[config.mk]
export PLATFORM = sky130hd
export DESIGN_NAME = rf_wb_arbiter
export DESIGN_NICKNAME = d
export VERILOG_FILES = /design/src/rtl/rf_wb_arbiter.sv
export SDC_FILE = /design/constraint.sdc
export NUM_CORES = 1
export LEC_CHECK = 0
export CAP_MARGIN = 10
export CORE_AREA = 8 8 80 96
export DETAILED_ROUTE_END_ITERATION = 7
export DIE_AREA = 0 0 88 104
export GPL_ROUTABILITY_DRIVEN = 0
export PLACE_DENSITY_LB_ADDON = 0.12
export SLEW_MARGIN = 20
export SYNTH_ARGS = -nofsm -noshare
export SYNTH_HDL_FRONTEND = slang
export SYNTH_SLANG_ARGS = --single-unit
[constraint.sdc]
create_clock -name clk -period 1.6 [get_ports clk]
set_input_delay 0.4 -clock clk [delete_from_list [all_inputs] [get_ports clk]]
set_output_delay 0.4 -clock clk [all_outputs]
set_load 0.03 [all_outputs]
[src/rtl/rf_wb_arbiter.sv]
// rf_wb_arbiter: shares the register file write port between the MEM (load)
// writeback path and the ALU writeback path. MEM wins by default; a wait
// counter boosts the ALU once it has lost MAX_WAIT consecutive cycles.
//
// Handshake: a transfer happens in any cycle where valid && ready. Ready is
// combinational from stall, both valids and the wait counter, never from a
// requester's rd/data. A requester holds valid/rd/data stable until accepted.
// The winner's {rd, data} lands on the registered write port one cycle later.
module rf_wb_arbiter #(
  parameter int DATA_W   = 32,
  parameter int ADDR_W   = 5,
  parameter int MAX_WAIT = 3,
  parameter int CNT_W    = 8
) (
  input  logic              clk,
  input  logic              rst_n,
  input  logic              stall,
  input  logic              mem_valid,
  input  logic [ADDR_W-1:0] mem_rd,
  input  logic [DATA_W-1:0] mem_data,
  output logic              mem_ready,
  input  logic              alu_valid,
  input  logic [ADDR_W-1:0] alu_rd,
  input  logic [DATA_W-1:0] alu_data,
  output logic              alu_ready,
  output logic              rf_we,
  output logic [ADDR_W-1:0] rf_rd,
  output logic [DATA_W-1:0] rf_wdata,
  output logic              alu_boost
);

  localparam logic [CNT_W-1:0] MAX_WAIT_C = CNT_W'(MAX_WAIT);

  logic [CNT_W-1:0]  wait_cnt_q, wait_cnt_d;
  logic              rf_we_q, rf_we_d;
  logic [ADDR_W-1:0] rf_rd_q, rf_rd_d;
  logic [DATA_W-1:0] rf_wdata_q, rf_wdata_d;

  logic              mem_acc;
  logic              alu_acc;

  assign alu_boost = (wait_cnt_q == MAX_WAIT_C);

  // Grant: stall blocks everything, a boosted ALU beats MEM, otherwise MEM first.
  always_comb begin
    mem_ready = 1'b0;
    alu_ready = 1'b0;
    if (!stall) begin
      if (alu_boost && alu_valid) begin
        alu_ready = 1'b1;
      end else if (mem_valid) begin
        mem_ready = 1'b1;
      end else begin
        alu_ready = alu_valid;
      end
    end
  end

  assign mem_acc = mem_valid && mem_ready;
  assign alu_acc = alu_valid && alu_ready;

  // Next-state: wait counter and the write-port registers.
  always_comb begin
    wait_cnt_d = wait_cnt_q;
    rf_we_d    = 1'b0;
    rf_rd_d    = rf_rd_q;
    rf_wdata_d = rf_wdata_q;

    // No pending ALU request means nothing is starving.
    if (!alu_valid || alu_acc) begin
      wait_cnt_d = '0;
    end else if (!stall && (wait_cnt_q < MAX_WAIT_C)) begin
      wait_cnt_d = wait_cnt_q + 1'b1;
    end

    // Writes to register 0 are consumed but never enable the write port.
    if (mem_acc) begin
      rf_rd_d    = mem_rd;
      rf_wdata_d = mem_data;
      rf_we_d    = (mem_rd != '0);
    end else if (alu_acc) begin
      rf_rd_d    = alu_rd;
      rf_wdata_d = alu_data;
      rf_we_d    = (alu_rd != '0);
    end
  end

  // State registers; reset drops any accepted but not yet written request.
  always_ff @(posedge clk or negedge rst_n) begin
    if (!rst_n) begin
      wait_cnt_q <= '0;
      rf_we_q    <= 1'b0;
      rf_rd_q    <= '0;
      rf_wdata_q <= '0;
    end else begin
      wait_cnt_q <= wait_cnt_d;
      rf_we_q    <= rf_we_d;
      rf_rd_q    <= rf_rd_d;
      rf_wdata_q <= rf_wdata_d;
    end
  end

  assign rf_we    = rf_we_q;
  assign rf_rd    = rf_rd_q;
  assign rf_wdata = rf_wdata_q;

endmodule

Word-level counts from Yosys, hierarchy flattened
Cells that the tools add are included.
{ "word_totals": {"register_bits": 46, "latch_bits": 0, "ramBits": 0, "mem_bits_ro": 0, "input_bits": 79, "output_inout_bits": 41, "n_memories": 0} }
{ "op_classes": {"addsub": 1, "multipliers": 0, "div_mod_pow": 0, "magnitude_cmp": 1, "n_eq_ne": 1, "shift": 0, "mux": 14, "bitwise_logic": 0, "reduce_logical": 11} }
{ "ops": {"columns": ["op", "count"], "rows": [
  ["32-bit 2-to-1 mux", 2],
  ["8-bit 2-to-1 mux", 2],
  ["5-bit 2-to-1 mux", 2],
  ["5-bit nonzero test", 2],
  ["8-bit by 1-bit adder with 8-bit output (second input constant)", 1],
  ["8-bit by 2-bit == test with 1-bit output (second input constant)", 1],
  ["8-bit by 2-bit less-than comparator with 1-bit output (second input constant)", 1],
  ["1-bit 2-to-1 mux", 8],
  ["1-bit logical AND", 4],
  ["2-bit nonzero test", 2],
  ["1-bit zero test", 2],
  ["1-bit logical OR", 1]
]} }

Longest topological paths before layout
{ "depth": {"depth_word": 7, "mapped_depth": 7, "depth_no_buf": 5} }

Least setup slack after synthesis
No wires, ideal clock.
{ "synth_path": {"path_kind": "reg2out", "from": "register wait_cnt_q[0]", "to": "output port mem_ready", "arrival_time_ns": 1.508, "t_required_ns": 1.200, "slack_ns": -0.308, "stages_incl_launch_ff": 6, "cell_sequence": "dfrtp_1 > ha_1 > nand3_1 > clkinv_1 > a21oi_2 > buf_2"} }
{ "synth_via": {"elab_chain_cells": 4} }
{ "synth_lines": {"columns": ["item", "line_no", "rtl"], "rows": [
  ["from (decl)", "34", "logic [CNT_W-1:0] wait_cnt_q, wait_cnt_d;"],
  ["from (signal assigned)", "96", "wait_cnt_q <= wait_cnt_d;"],
  ["8-bit by 2-bit == test with 1-bit output", "42", "assign alu_boost = (wait_cnt_q == MAX_WAIT_C);"],
  ["named net alu_boost", "29", "output logic alu_boost"],
  ["1-bit logical AND", "49", "if (alu_boost && alu_valid) begin"],
  ["1-bit 2-to-1 mux", "49", null],
  ["1-bit 2-to-1 mux", "48", "if (!stall) begin"],
  ["to (decl)", "21", "output logic mem_ready,"]
]} }
The timed path passes the listed nets, and every way through them passes these cells.

Final worst setup path
{ "layout_path": {"from": "register wait_cnt_q[3]", "to": "output port alu_ready"} }
{ "layout_via": {"elab_chain_cells": 4} }
{ "layout_lines": {"columns": ["item", "line_no", "rtl"], "rows": [
  ["8-bit by 2-bit == test with 1-bit output", "42", null],
  ["1-bit logical AND", "49", null],
  ["1-bit 2-to-1 mux", "49", null],
  ["1-bit 2-to-1 mux", "48", null],
  ["to (decl)", "25", "output logic alu_ready,"]
]} }
No other way between the ends.

==> results.md <==
* Fin nets at 383
* Internal power at 0.00215 W
* Setup CP Type: flop to output pin
* Drt first pass iters at 4
* DR DRC count at 0
* Status: finished, violations left
* Vias in the first global route at 2,152
* RSZ-0062 raised after global routing: true
* H-tree Lvls at 2
* Switching Share at 0.308
* Total gr overflow at 0
* Commonest non-fill, non-tap cell in the layout: clkdlybuf4s50_1
* ANT nets after route at 0
* CP max FO at 3
* Core area at 6210 um2
* Detail Placement HPWL at 5360 um
* Gate power share at 0.334
* First-pass GRT wire length at 11,500 um
* Skew-Pair Late Insertion Delay at 290 ps
* I/O pin cnt at 120
* Seq/Total Area, Yosys at 0.570
* Mapped cell area at 2020 um2
* Clock Skew at 10.2 ps
* Total track usage at 0.159
* P_sw at 0.000958 W
* Area occupied by multi-input gates at 847 um2
* Worst EP arrival at 1600 ps
* Seq. cell area at 1150 um2
* Vias at 1,916
* #FFs+latches synth at 46
* Share of cells above drive strength 1 at 0.155
* CP Capture Type: output pin
* Max-Cap Viols at 0
* Critical-path cell list: nor4_4 -> nand3_2 -> a21oi_4 -> buf_6
* Clock Root Buffer: clkbuf_8
* Leakage power at 1.70 nW
* Startpoint types: flop
* Failing checks: negative setup slack
* Syn-to-layout area delta at 82.1%
* Slowest-stage cell, CP: dfrtp_1
* Crit path time final at 2000 ps
* Crit path buf inv count at 1
* # diodes at 0
* Largest net degree at the start of global routing at 23
* Post-layout util at 0.592
* Slew Limit Fails at 0
* DR vias/cell at 4.93
* Initial Utilization at 0.325
* Initial antenna violation count at 0
* CTS clk-pin slew, worst paths at 90 ps
* Die X at 88 um
* Hold Path Class: primary input to async pin
* Total of fill cells in the finished design at 526
* Port bufs at 119
* Hold WS at 526 ps
* Final Hold Viols at 0
* Die H at 104 um
* Iter 0 DRT Violations at 65
* CTS tree: yes
* CP max stage delay at 410 ps
* Cell row count at 32
* Die area at 9150 um2
* CP required at 1200 ps
* Syn Area/Cell at 12.5 um2
* Ys Warns at 0
* PD cells at 845 nW/um2
* CTS Sinks at 46
* Num CTS Buffers at 5
* Post-synth cell types at 22
* Clk network pwr share at 0.234
* Post-route cell area at 3680 um2
* CTS Buffer Depth at 2
* Final setup vio count at 49
* Top cell family by delay on the critical path: simple AND/OR/NAND/NOR gates
* F_max at 0.501 GHz
* Tcrit/Tclk final at 1.25
* Fin worst setup slack at -395 ps
* Total Wirelength at 7120 um
* Cells after Synth at 162
* Wire length per cell at 18.3 um
* Flop pwr share at 0.432
* Most frequent cells in the layout: clkdlybuf4s50_1 (77), dfrtp_1 (46), dlygate4sd2_1 (38)
* Area after DPL at 3420 um2
* Mapped Nets at 242
* VDD IR-drop max at 0.390 mV
* Tightest Pin Transition at 354 ps
* Slew headroom at 0.765
[final cells by class]
| cell class | count | area share |
|---|---|---|
| Timing Repair Buffer | 146 | 0.400 |
| Sequential cell | 46 | 0.313 |
| Multi-Input combinational cell | 103 | 0.230 |
| Tap cell | 85 | 0.0289 |
| Clock buffer | 7 | 0.0235 |
| Inverter | 1 | 0.00238 |
| Clock inverter | 1 | 0.00136 |
[cells in the mapped netlist]
cell      count  area (um2)
a221o_1      37         370
dfrtp_1      46        1150
xnor2_1       1        8.76
ha_1          1        12.5
and3_1        8        50.1
buf_2         5        25.0
nand2_1       2        7.51
and2_1       37         231
buf_6         2        22.5
a21o_1        1        7.51
a21oi_2       2        17.5
nand2b_1      2        12.5
nor4_2        1        12.5
clkbuf_1      4        15.0
nor2_1        4        15.0
buf_4         1        7.51
mux2_1        1        11.3
nand3_1       2        10.0
a22o_1        1        8.76
nor3_1        2        10.0
o21bai_1      1        7.51
clkinv_1      1        3.75
[power groups by stage]
stage | Clock [W] | Combinational (W) | Sequential (W)
global route | 0.000800 | 0.00110 | 0.00136
floorplan | 0 | 0.000246 | 0.00162
finish | 0.000726 | 0.00104 | 0.00134
global placement | 0 | 0.00107 | 0.00137
detailed placement | 0 | 0.00108 | 0.00137
CTS | 0.000756 | 0.00105 | 0.00134
[state kept, by name, summed over array words and instances, names as in the netlist]
register / cells
rf_wdata: 32
wait_cnt_q: 8
rf_rd: 5
rf_we: 1
[what timing repair did]
action                                 CTS  global route
pin swaps                                8             6
setup endpoints to repair               87            49
endpoints found under the hold margin    4             0
gates cloned                             3             0
gates resized for setup                 60             2
hold buffers                             1             0
buffers inserted                         3             1
[metal layers]
metal / share of wire / vias up / track usage / routed length (um)
li1: - / 893 / - / -
met1: 0.39 / 944 / 0.180 / 2780
met2: 0.51 / 70 / 0.268 / 3620
met3: 0.082 / 9 / 0.0466 / 584
met4: 0.019 / 0 / 0.0604 / 134
met5: 0 / - / 0 / 0
[path summary, 6_finish.rpt]
path,to,cells past startpoint,slack [ps],start
max,alu_ready,4,-400,wait_cnt_q[3]
min,rf_wdata[5],2,530,rst_n
max reg2reg,rf_rd[4],7,-230,wait_cnt_q[3]
min reg2reg,wait_cnt_q[4],1,530,wait_cnt_q[4]
max in group asynchronous,wait_cnt_q[5],3,570,rst_n
min in group clk,wait_cnt_q[4],1,530,wait_cnt_q[4]
[per-stage QoR]
| step | total power (W) | instances | setup TNS [ps] | setup slack [ps] |
|---|---|---|---|---|
| after floorplan | 0.00187 | 162 | -944 | -87.9 |
| after global placement | 0.00244 | 374 | -11150 | -293 |
| after detailed placement | 0.00245 | 374 | -11450 | -325 |
| after CTS | 0.00315 | 388 | -10440 | -467 |
| after global routing | 0.00326 | 389 | -12980 | -489 |
| final | 0.00311 | 389 | -8980 | -395 |
[cells by family after synthesis]
| kind of cell | count (synthesis) | synth area share |
|---|---|---|
| multiplexers | 1 | 0.00558 |
| buffers and inverters | 13 | 0.0366 |
| XOR/XNOR | 1 | 0.00434 |
| adder cells (fa/ha/maj) | 1 | 0.00620 |
| flip-flops | 46 | 0.570 |
| AO/OA/AOI/OAI | 42 | 0.204 |
| AND/OR/NAND/NOR | 58 | 0.173 |
No activity file was read; power rests on OpenSTA's default activity.
